--- config.mk ---
export PLATFORM = sky130hd
export DESIGN_NAME = stopwatch_ctrl
export DESIGN_NICKNAME = d
export VERILOG_FILES = /design/src/rtl/stopwatch_pkg.sv /design/src/rtl/stopwatch_ctrl_bcd_digit.sv /design/src/rtl/stopwatch_ctrl.sv
export SDC_FILE = /design/constraint.sdc
export NUM_CORES = 1
export LEC_CHECK = 0
export CORE_ASPECT_RATIO = 1.25
export CORE_MARGIN = 5
export CORE_UTILIZATION = 53
export DETAILED_ROUTE_END_ITERATION = 8
export HOLD_SLACK_MARGIN = 0.02
export PLACE_DENSITY = 0.89
export REMOVE_ABC_BUFFERS = 1
export SLEW_MARGIN = 5
export SYNTH_ARGS = -nofsm -noshare
export SYNTH_HDL_FRONTEND = slang
export SYNTH_SLANG_ARGS = --single-unit
--- constraint.sdc ---
create_clock -name clk -period 1.6 [get_ports clk]
set_input_delay 0.24 -clock clk [delete_from_list [all_inputs] [get_ports clk]]
set_output_delay 0.24 -clock clk [all_outputs]
set_load 0.02 [all_outputs]
--- src/rtl/stopwatch_pkg.sv ---
// Shared types and constants for the stopwatch controller.
//   sw_state_t : FSM state encoding (IDLE=0, RUN=1, PAUSE=2, HOLD=3)
//   bcd_t      : one 4-bit BCD decade digit
//   BCD_MAX    : largest legal digit value
package stopwatch_pkg;

  typedef enum logic [1:0] {
    IDLE  = 2'd0,
    RUN   = 2'd1,
    PAUSE = 2'd2,
    HOLD  = 2'd3
  } sw_state_t;

  typedef logic [3:0] bcd_t;

  localparam bcd_t BCD_MAX = 4'd9;

endpackage

--- src/rtl/stopwatch_ctrl_bcd_digit.sv ---
// One decade digit counting 0..9.
// Ports:
//   clk, reset : clock and asynchronous active-high reset
//   en         : advance the digit by one on this edge
//   clr        : synchronous return to zero (wins over en)
//   digit      : current digit value
//   carry      : en while the digit sits at 9 (feeds the next decade)
module bcd_digit
  import stopwatch_pkg::*;
(
  input  logic clk,
  input  logic reset,
  input  logic en,
  input  logic clr,
  output bcd_t digit,
  output logic carry
);

  // Wraps 9 -> 0 so the digit can never hold 0xA..0xF.
  function automatic bcd_t bcd_inc(input bcd_t d);
    if (d >= BCD_MAX) begin
      return '0;
    end
    return d + 4'd1;
  endfunction

  always_ff @(posedge clk or posedge reset) begin
    if (reset) begin
      digit <= '0;
    end else if (clr) begin
      digit <= '0;
    end else if (en) begin
      digit <= bcd_inc(digit);
    end
  end

  assign carry = en && (digit == BCD_MAX);

endmodule

--- src/rtl/stopwatch_ctrl.sv ---
// Two-digit BCD stopwatch controller (00..99).
// Parameter:
//   TICK_DIV   : clock cycles per count increment (>= 1)
// Ports:
//   clk, reset : clock and asynchronous active-high reset
//   start_stop : one-cycle pulse, start / stop / resume
//   lap        : one-cycle pulse, freeze / unfreeze the display
//   clear      : one-cycle pulse, return to zero (only acts in PAUSE)
//   disp       : BCD display, [7:4] tens, [3:0] ones
//   state      : FSM state encoding
//   running    : high in RUN or HOLD
//   wrap       : one-cycle pulse after the 99 -> 00 rollover
module stopwatch_ctrl
  import stopwatch_pkg::*;
#(
  parameter int TICK_DIV = 4
)
(
  input  logic       clk,
  input  logic       reset,
  input  logic       start_stop,
  input  logic       lap,
  input  logic       clear,
  output logic [7:0] disp,
  output logic [1:0] state,
  output logic       running,
  output logic       wrap
);

  localparam int PRESC_W = ($clog2(TICK_DIV) > 1) ? $clog2(TICK_DIV) : 1;
  localparam logic [PRESC_W-1:0] PRESC_LAST = PRESC_W'(TICK_DIV - 1);

  sw_state_t          state_q;
  sw_state_t          state_d;
  logic               presc_clr;
  logic               lap_capture;
  logic               count_clr;
  logic [PRESC_W-1:0] presc_q;
  logic               counting;
  logic               tick;
  bcd_t               ones;
  bcd_t               tens;
  logic               ones_carry;
  logic               tens_carry;
  logic [7:0]         lap_reg;
  logic               wrap_p1;

  // Counting is decided by the pre-edge state, so the edge leaving
  // RUN/HOLD still counts and the edge entering RUN does not.
  assign counting = (state_q == RUN) || (state_q == HOLD);
  assign tick     = counting && (presc_q == PRESC_LAST);

  always_ff @(posedge clk or posedge reset) begin
    if (reset) begin
      state_q <= IDLE;
    end else begin
      state_q <= state_d;
    end
  end

  // Priority clear > start_stop > lap; clear only has an effect in PAUSE.
  always_comb begin
    state_d     = state_q;
    presc_clr   = 1'b0;
    lap_capture = 1'b0;
    count_clr   = 1'b0;
    case (state_q)
      IDLE: begin
        if (start_stop) begin
          state_d   = RUN;
          presc_clr = 1'b1;
        end
      end
      RUN: begin
        if (start_stop) begin
          state_d = PAUSE;
        end else if (lap) begin
          state_d     = HOLD;
          lap_capture = 1'b1;
        end
      end
      HOLD: begin
        if (start_stop) begin
          state_d = PAUSE;
        end else if (lap) begin
          state_d = RUN;
        end
      end
      PAUSE: begin
        if (clear) begin
          state_d   = IDLE;
          count_clr = 1'b1;
          presc_clr = 1'b1;
        end else if (start_stop) begin
          state_d = RUN;
        end
      end
      default: begin
        state_d = IDLE;
      end
    endcase
  end

  // Prescaler holds its phase through PAUSE so resumed runs stay exact.
  always_ff @(posedge clk or posedge reset) begin
    if (reset) begin
      presc_q <= '0;
    end else if (presc_clr) begin
      presc_q <= '0;
    end else if (counting) begin
      presc_q <= tick ? '0 : presc_q + PRESC_W'(1);
    end
  end

  bcd_digit u_ones (
    .clk   (clk),
    .reset (reset),
    .en    (tick),
    .clr   (count_clr),
    .digit (ones),
    .carry (ones_carry)
  );

  bcd_digit u_tens (
    .clk   (clk),
    .reset (reset),
    .en    (ones_carry),
    .clr   (count_clr),
    .digit (tens),
    .carry (tens_carry)
  );

  always_ff @(posedge clk or posedge reset) begin
    if (reset) begin
      lap_reg <= 8'h00;
    end else if (lap_capture) begin
      lap_reg <= {tens, ones};
    end
  end

  // Tens carry-out registered: high for the cycle showing 00 after 99.
  always_ff @(posedge clk or posedge reset) begin
    if (reset) begin
      wrap_p1 <= 1'b0;
    end else begin
      wrap_p1 <= tens_carry;
    end
  end

  assign disp    = (state_q == HOLD) ? lap_reg : {tens, ones};
  assign state   = state_q;
  assign running = counting;
  assign wrap    = wrap_p1;

endmodule

**Word level (Yosys, flattened, before mapping)**

Index checks and enable logic that the tools add are counted.

- Register bits after elaboration: 21
- Input port bits: 5
- Output and inout port bits: 12

- Add/sub/neg operators: 3
- Magnitude comparators: 2
- Eq/ne operators: 8
- Mux-type cells: 32
- Reduce and logical (&&, ||, !) cells: 9

Operator list:

| kind | count |
|---|---|
| 2-to-1 mux 4 bit | 8 |
| 2-to-1 mux 2 bit | 9 |
| 2-to-1 mux 1 bit | 12 |
| adder 4 x 1 -> 4 bit, second input constant | 2 |
| equality test 4 bit, second input constant | 2 |
| greater-or-equal comparator 4 bit, second input constant | 2 |
| 2-to-1 mux 8 bit | 1 |
| one-hot mux 2 bit (4 select lines) | 1 |
| equality test 2 bit, second input constant | 3 |
| != test 3 bit, second input constant | 2 |
| nonzero test 2 bit | 3 |
| logical AND 1 bit | 3 |
| adder 2 x 1 -> 2 bit, second input constant | 1 |
| equality test 2 x 1 -> 1 bit, second input constant | 1 |
| logical NOT 2 bit | 1 |
| one-hot mux 1 bit (2 select lines) | 1 |
| AND reduction 2 bit | 1 |
| logical OR 1 bit | 1 |

**Depth between registers and ports, before layout**

Gate-level depths: netlist (run 1).

- Depth after elaboration: 9
- Depth in mapped cells: 5
- Gate-level depth less buffers: 5

**Cells and area by module**

From an unflattened synthesis (run 1), not the netlist that was laid out.

- Cells, all modules: 108
- Area, all modules: 1231.2 um^2

By module, submodules not included:

| module | instances | cells an instance | area an instance (um^2) |
|---|---|---|---|
| stopwatch_ctrl | 1 | 52 | 690.7 |
| bcd_digit | 2 | 28 | 270.3 |

**Least setup slack after synthesis (run 1)**

Ideal clock, no wire load.

- Path kind: register to output
- Start point: register state_q[1], in the netlist state[1]
- End point: output disp[0]
- Data arrival time: 1.170 ns
- Data required time: 1.360 ns
- Slack: 0.190 ns
- Stages on the path, launching flop included: 3
- Buffers on the path: 0
- Path through: dfrtp_1 nand2_1 mux2_2

- Longest elaborated chain between the ends: 2

Ends and longest elaborated chain:

| item | RTL line | text |
|---|---|---|
| start: declaration | stopwatch_ctrl.sv:33 | `sw_state_t state_q;` |
| start signal: assignment | stopwatch_ctrl.sv:57 | `state_q <= state_d;` |
| equality test 2 bit | stopwatch_ctrl.sv:150 | `assign disp = (state_q == HOLD) ? lap_reg : {tens, ones};` |
| 2-to-1 mux 8 bit | stopwatch_ctrl.sv:150 |  |
| end: declaration | stopwatch_ctrl.sv:24 | `output logic [7:0] disp,` |

Every way passes these cells.

**Worst setup path after layout (run 1)**

- Start point: register state_q[1], in the netlist state[1]
- End point: output disp[6]

The elaborated chain is that of the path after synthesis.

==> results of run 1 <==
cells by family after synthesis:
| group | Yosys count |
|---|---|
| AND/OR/NAND/NOR | 35 |
| flip-flops | 21 |
| AO/OA/AOI/OAI | 19 |
| multiplexers | 17 |
| buffers and inverters | 13 |
| adder cells (fa/ha/maj) | 7 |
| XOR/XNOR | 1 |
cells in the mapped netlist:
| library cell | instances | share of area [%] |
|---|---|---|
| a31oi_1 | 2 | 1.0 |
| nor3b_1 | 2 | 1.2 |
| nor4_1 | 2 | 1.0 |
| and3b_1 | 2 | 1.5 |
| nand3_1 | 1 | 0.42 |
| o211ai_1 | 1 | 0.63 |
| mux2i_1 | 1 | 0.83 |
| clkbuf_1 | 1 | 0.31 |
| buf_2 | 2 | 0.83 |
| nand3b_1 | 2 | 1.2 |
| o31ai_1 | 1 | 0.63 |
| mux2_4 | 8 | 10 |
| a21oi_1 | 2 | 0.83 |
| nor2_1 | 6 | 1.9 |
| and2_1 | 1 | 0.52 |
| dfrtp_1 | 21 | 44 |
| ha_1 | 7 | 7.3 |
| nor2b_1 | 4 | 2.1 |
| mux2_2 | 8 | 7.5 |
| o21ai_1 | 1 | 0.42 |
| o22ai_1 | 2 | 1.0 |
| nand2_1 | 12 | 3.7 |
| o32ai_1 | 2 | 1.5 |
| o21ai_0 | 6 | 2.5 |
| xnor2_1 | 1 | 0.73 |
| and3_1 | 1 | 0.52 |
| inv_1 | 9 | 2.8 |
| o2111ai_1 | 2 | 1.5 |
| nor3_1 | 2 | 0.83 |
| buf_6 | 1 | 0.94 |
placed cells by master (no fill, tap or decap), types with 2 or more instances in the layout:
master	instances
inv_1	9
o21ai_0	6
o32ai_1	2
nor3_1	2
nor2_1	6
mux2_4	16
o22ai_1	2
buf_6	11
and3b_1	2
clkdlybuf4s50_1	5
nand3b_1	2
ha_1	6
o2111ai_1	2
nor2b_1	4
clkbuf_4	3
clkbuf_2	2
nor4_1	2
nand2_1	11
a21oi_1	2
a31oi_1	2
nor3b_2	2
dfrtp_1	21
buf_4	12
metrics by stage:
step                power [mW]  worst slack, ns  cells  setup TNS (ns)  area, µm²
floorplan                1.352         -0.08466    109          -1.312       1176
global route             2.259         -0.09672    175         -0.7156       1574
CTS                      1.992         -0.08845    174         -0.5169       1491
finish                   2.117         -0.04844    175         -0.3397       1574
detailed placement       1.766          -0.1108    170          -1.330       1480
global placement         1.714         -0.09195    170         -0.7954       1480
area by class of cell:
cell class              instances  area (µm²)  area share [%]
clock buffers                   4       26.28           1.669
inverters                       9       33.78           2.146
multi-input cells              79       666.9           42.37
flip-flops and latches         21       525.5           33.39
well taps                      31       38.79           2.464
repair buffers                 31       282.8           17.97
metal layers:
layer	share of wire (%)	vias to the layer above	GRT usage, %
li1	-	458	-
met1	42	474	22.14
met2	53	20	30.75
met3	3.9	4	3.302
met4	1.1	0	7.668
met5	0	-	0
where the power goes:
| part | switching (mW) | total [mW] | leakage [nW] | internal, mW |
|---|---|---|---|---|
| logic | 0.529 | 1.09 | 0.453 | 0.562 |
| registers | 0.100 | 0.766 | 0.284 | 0.666 |
| clock network | 0.162 | 0.259 | 0.0150 | 0.0972 |
| total | 0.791 | 2.12 | 0.753 | 1.33 |
worst paths after layout:
kind,slack [ns],start,endpoint,depth (start not counted)
setup / recovery,-0.05,state[1],disp[6],4
hold / removal,0.26,reset,u_tens.digit[2],3
setup reg to reg,0.11,state[0],lap_reg[1],5
hold reg to reg,0.53,lap_reg[4],lap_reg[4],1
max in group asynchronous,1.13,reset,u_ones.digit[0],3
min in group clk,0.53,lap_reg[4],lap_reg[4],1
worst min-delay path, stage by stage:
cell	delay, ns
clkdlybuf4s50_1	0.40
inv_1	0.05
buf_4	0.26
timing repair:
item                                   4_1_cts  5_1_grt
setup buffers                                0        1
setup endpoints to repair                   11       14
resized for setup                           44       27
endpoints found under the hold margin        0        0
pin swaps                                    1        1
==> flow_metrics.tcl, run 1 <==
set metrics [dict create \
    grt_max_degree 22 \
    start_util_pct 54.92 \
    critPathCaptureType "primary output" \
    first_pass_iters 4 \
    grt_pass1_vias 1032 \
    final_util_pct 71.97 \
    globalplace.congestion 0.8199 \
    n_antenna_cell 0 \
    final_antenna_net_count 0 \
    die-area_um2 3324 \
    synth_top_family_by_area "multiplexers" \
    insertion_delay_ns 0.30 \
    netlist_instances 113 \
    tritoncts "built" \
    grt_overflow 0 \
    drc 0 \
    required_ns 1.36 \
    clk_pin_slew_worst_paths_ns 0.12 \
    yosysSeqAreaShare_pct 43.75 \
    rows 19 \
    path_class "register to primary output" \
    io_buffers 16 \
    hold_buffers 0 \
    violations "setup timing" \
    drv_slew 0 \
    period_needed_ns 1.648 \
    hold_ws_ns 0.2582 \
    slowest_delay_ns 0.41 \
    drtIter0Drc 10 \
    routed_wl_um 2705 \
    ir_drop_v 0.0009054 \
    synth_compound_area_share_pct 10.00 \
    min_path_type "input pin to async pin" \
    fin_nets 157 \
    routed_via_density 5.463 \
    worstPathCellList "nand2_2 -> buf_6 -> mux2_4 -> buf_6" \
    yosys_warnings 0 \
    powerDensity_nw_per_um2 1345 \
    synthDistinctLibCells 30 \
    max-cap-violations 0 \
    cp_slowest_cell "dfrtp_1" \
    worst_pin_slew_ns 0.4748 \
    numCtsBuffers 3 \
    core_area_um2 2187 \
    dp_hpwl_um 1945 \
    h-tree-depth 1 \
    period_share_pct 103.0 \
    n_fill_cell 162 \
    cts-root-buf "clkbuf_4" \
    synth_simple_gate_area_share_pct 15.00 \
    synthToLayoutAreaGrowth_pct 31.04 \
    max_slew_margin_pct 68.23 \
    critPathBufInv 2 \
    cts_sinks 21 \
    synthAdderAreaFrac_pct 7.292 \
    die_x_um 52.58 \
    worstPathMaxFanout 3 \
    synth_xor_area_share_pct 0.7292 \
    vias 956 \
    muxShareOfSynthArea_pct 18.33 \
    setup_viol 8 \
    antenna_found_initial 0 \
    ctsLongestPathBuffers 2 \
    ys_seq_elements 21 \
    start_kind "register" \
    drive_above_1_share_pct 34.03 \
    grt_pass1_wl_um 4602 \
    worst_slack_ns -0.04844 \
    p_leak_nw 0.7525 \
    fmax_ghz 0.6066 \
    status "finished, violations left" \
    synth_area_um2 1201 \
    chipHeight_um 63.23 \
    arrival_ns 1.41 \
    largest_reg_flops 8 \
    wl_per_cell_um 15.46 \
    finClkSkew_ns 0.005826 \
    ios 17 \
    rsz0062_at_grt "true" \
    synth.avg_cell_area_um2 10.63 \
    path_delay_family "flip-flops" \
    hold_viol_final 0 \
    track_usage_pct 18.25 \
    path_common_cell "buf_6" \
]
Note: power is estimated with default switching activity, not from simulation.
==> inputs of run 2 (changes only) <==
- CORE_MARGIN: 5 -> 2
==> flow_metrics.tcl, run 2 (same netlist as run 1, synthesis figures left out) <==
set metrics [dict create \
    tritoncts "built" \
    finClkSkew_ns 0.008457 \
    critPathCaptureType "primary output" \
    placed_area_um2 1488 \
    numCtsBuffers 3 \
    grt_pass1_vias 961 \
    drtIter0Drc 33 \
    start_util_pct 55.52 \
    n_antenna_cell 0 \
    drc 0 \
    die-area_um2 2666 \
    insertion_delay_ns 0.31 \
    chipHeight_um 57.23 \
    rsz0062_at_grt "true" \
    worst_slack_ns -0.05744 \
    p_leak_nw 0.7406 \
    arrival_ns 1.42 \
    setup-tns-final_ns -0.2806 \
    wl_per_cell_um 14.35 \
    path_delay_family "flip-flops" \
    finalPower_mw 2.027 \
    h-tree-depth 1 \
    cp_slowest_cell "dfrtp_1" \
    status "finished, violations left" \
    synthToLayoutAreaGrowth_pct 28.13 \
    grt_overflow 0 \
    finalNonFillerCells 176 \
    cts_sinks 21 \
    track_usage_pct 21.92 \
    period_share_pct 103.6 \
    powerDensity_nw_per_um2 1317 \
    final_antenna_net_count 0 \
    slowest_delay_ns 0.42 \
    post-place-cells 171 \
    cts-root-buf "clkbuf_4" \
    fin_nets 158 \
    violations "setup timing" \
    ios 17 \
    globalplace.congestion 0.7693 \
    rows 19 \
    hold_ws_ns 0.2425 \
    drive_above_1_share_pct 33.10 \
    die_x_um 46.58 \
    drv_slew 0 \
    min_path_type "input pin to async pin" \
    ir_drop_v 0.001105 \
    first_pass_iters 4 \
    n_fill_cell 152 \
    core_area_um2 2163 \
    critPathBufInv 2 \
    required_ns 1.36 \
    routed_via_density 5.506 \
    hold_viol_final 0 \
    fin_area_um2 1539 \
    clk_pin_slew_worst_paths_ns 0.12 \
    max-cap-violations 0 \
    worstPathMaxFanout 4 \
    start_kind "register" \
    ctsLongestPathBuffers 2 \
    fmax_ghz 0.6033 \
    grt_pass1_wl_um 4215 \
    largest_reg_flops 8 \
    antenna_found_initial 0 \
    worstPathCellList "nand2_2 -> buf_6 -> mux2_2 -> buf_2" \
    setup_viol 8 \
    dp_hpwl_um 1827 \
    period_needed_ns 1.657 \
    grt_max_degree 22 \
    path_class "register to primary output" \
    layout_common_cells "dfrtp_1 (21), buf_4 (14), mux2_4 (12), nand2_1 (11), inv_1 (9)" \
    routed_wl_um 2526 \
    io_buffers 16 \
    worst_pin_slew_ns 0.2750 \
    max_slew_margin_pct 81.67 \
    final_common_cell "dfrtp_1" \
    vias 969 \
]
## run 2: changes by cell type in the layout (fill, tap and decap cells not counted), sizes merged
cell and change:
buf +1
## run 2: path summary, 6_finish.rpt
path	start	end	slack (ns)	cells past startpoint
max in group asynchronous	reset	lap_reg[4]	1.13	3
hold reg to reg	lap_reg[4]	lap_reg[4]	0.52	1
hold / removal	reset	lap_reg[3]	0.24	3
min in group clk	lap_reg[4]	lap_reg[4]	0.52	1
setup / recovery	state[0]	disp[0]	-0.06	4
setup reg to reg	state[0]	lap_reg[5]	0.11	5
## run 2: cell type report
cell class | instances | area, µm² | share of cell area [%]
clock buffers | 4 | 26.28 | 1.707
inverters | 9 | 33.78 | 2.195
multi-input cells | 79 | 640.6 | 41.63
flip-flops and latches | 21 | 525.5 | 34.15
well taps | 31 | 38.79 | 2.520
repair buffers | 32 | 274.0 | 17.80
## run 2: what timing repair did
action / CTS / global route
setup buffers: 0 / 1
hold buffers: 0 / 0
endpoints found under the setup margin: 11 / 11
resized for setup: 40 / 20
## run 2: worst min-delay path: stages
cell and delay, ns:
clkdlybuf4s50_1 0.40, inv_1 0.05, buf_4 0.27
## run 2: metrics by stage
stage                     setup slack, ns  util (%)
after floorplan                  -0.08466         -
after global placement           -0.07412     68.77
after detailed placement         -0.09557     68.77
after CTS                        -0.04908     68.71
after global routing              -0.1047     71.14
final                            -0.05744     71.14
## run 2: per-layer routing
metal	track usage, %	wire, µm
met4	15.92	70
met5	0	0
met3	2.532	70
met2	32.14	1303
met1	29.05	1081
## run 2: power breakdown
group / switching [mW] / leakage [nW] / internal (mW) / total [mW]
Clock: 0.166 / 0.0150 / 0.0974 / 0.263
Combinational: 0.504 / 0.441 / 0.503 / 1.01
Sequential: 0.0916 / 0.284 / 0.666 / 0.757
Total: 0.761 / 0.741 / 1.27 / 2.03
==> inputs of run 3 (changes only) <==
- RECOVER_POWER: unset -> 25
==> flow_metrics.tcl, run 3 (same netlist as run 1, synthesis figures left out) <==
set metrics [dict create \
    status "finished, violations left" \
    violations "setup timing" \
    h-tree-depth 1 \
    grt_use_met2_pct 32.14 \
    setup_viol 8 \
    grt_pass1_wl_um 4215 \
    cp-startpoint "state[0]" \
    core_area_um2 2163 \
    fin_nets 158 \
    rrSetupSlack_ns 0.11 \
    start_kind "register" \
    min_path_type "register to register" \
    gr-max-usage-layer "met2" \
    grt_max_degree 22 \
    ios 17 \
    worstPathCellList "nand2_2 -> buf_6 -> mux2_2 -> buf_2" \
    numCtsBuffers 3 \
    die-area_um2 2666 \
    wl_per_cell_um 14.35 \
    worst_pin_slew_ns 1.148 \
    ir_drop_v 0.001103 \
    p_leak_nw 0.7373 \
    rsz0062_at_grt "true" \
    worstPathMaxFanout 4 \
    required_ns 1.36 \
    arrival_ns 1.42 \
    hold_ws_ns 0.5243 \
    grt_overflow 0 \
    cp-endpoint "disp[0]" \
    use_met1_pct 29.05 \
    cts_sinks 21 \
    r2r-end "lap_reg[5]" \
    track_usage_pct 21.92 \
    insertion_delay_ns 0.31 \
    met3_usage_pct 2.532 \
    n_antenna_cell 0 \
    path_class "register to primary output" \
    worstRegToRegCells 5 \
    final_antenna_net_count 0 \
    grt_pass1_vias 961 \
    ctsLongestPathBuffers 2 \
    rows 19 \
    largest_reg_flops 8 \
    worst_slack_ns -0.05744 \
    routed_via_density 5.506 \
    chipHeight_um 57.23 \
    cp_slowest_cell "dfrtp_1" \
    routed_wl_um 2526 \
    slowest_delay_ns 0.42 \
    finClkSkew_ns 0.008457 \
    antenna_found_initial 0 \
    powerDensity_nw_per_um2 1319 \
    max_slew_margin_pct 23.46 \
    period_needed_ns 1.657 \
    clk_pin_slew_worst_paths_ns 0.12 \
    hold_viol_final 0 \
    hold_buffers 0 \
    vias 969 \
    drive_above_1_share_pct 32.41 \
    period_share_pct 103.6 \
    drv_slew 0 \
    max-cap-violations 0 \
    n_fill_cell 151 \
    critPathCaptureType "primary output" \
    globalplace.congestion 0.7693 \
    final_common_cell "dfrtp_1" \
    finalPower_mw 2.025 \
    dp_hpwl_um 1827 \
    regToRegStartpoint "state[0]" \
    drc 0 \
    synthToLayoutAreaGrowth_pct 27.81 \
    fmax_ghz 0.6033 \
    io_buffers 16 \
    layout_common_cells "dfrtp_1 (21), buf_4 (13), mux2_4 (12), nand2_1 (11), inv_1 (9)" \
    start_util_pct 55.52 \
    cts-root-buf "clkbuf_4" \
    first_pass_iters 4 \
    die_x_um 46.58 \
    tritoncts "built" \
    drtIter0Drc 33 \
]
==> run 3: layer usage <==
metal / part of all wire [%] / vias to the layer above
met4: 2.8 / 0
met1: 43 / 479
met5: 0 / -
li1: - / 458
met3: 2.8 / 6
met2: 52 / 26
==> run 3: cell type report <==
| type | count | area [µm²] | share of cell area [%] |
|---|---|---|---|
| tap | 31 | 38.79 | 2.526 |
| inverter | 9 | 33.78 | 2.200 |
| timing repair buffer | 32 | 270.3 | 17.60 |
| clock buffer | 4 | 26.28 | 1.711 |
| sequential | 21 | 525.5 | 34.23 |
| multi-input combinational | 79 | 640.6 | 41.73 |
==> run 3: through the flow <==
stage | setup TNS, ns | worst slack, ns | std cells | instance area, µm² | util, %
after floorplan | -1.312 | -0.08466 | 109 | 1176 | -
after global placement | -0.6653 | -0.07412 | 171 | 1488 | 68.77
after detailed placement | -1.058 | -0.09557 | 171 | 1488 | 68.77
after CTS | -0.3523 | -0.04908 | 175 | 1486 | 68.71
after global routing | -1.760 | -0.1047 | 176 | 1535 | 70.97
final | -0.2806 | -0.05744 | 176 | 1535 | 70.97
==> run 3: repair_timing <==
item                       CTS  global route
resized for setup           40            20
setup buffers                0             1
setup endpoints to repair   11            11
gates cloned                 0             0
==> run 3: worst min path at each step <==
stage,depth (start not counted),to,start
4_1_cts,3,lap_reg[3],reset
6_report,1,lap_reg[4],lap_reg[4]
2_1_floorplan,1,lap_reg[0],reset
3_5_place_dp,1,lap_reg[7],lap_reg[7]
5_1_grt,1,lap_reg[4],lap_reg[4]
3_3_place_gp,1,lap_reg[0],lap_reg[0]
==> run 3: critical path, delay by kind of cell, from the launching register on <==
kind | cells | cell delay, ns
buffers and inverters | 2 | 0.28
flip-flops | 1 | 0.42
AND/OR/NAND/NOR | 1 | 0.09
multiplexers | 1 | 0.32
==> run 3: power breakdown <==
group / total, mW / internal [mW] / leakage, nW / switching (mW)
Combinational: 1.00 / 0.501 / 0.438 / 0.504
Clock: 0.263 / 0.0974 / 0.0150 / 0.166
Sequential: 0.757 / 0.666 / 0.284 / 0.0916
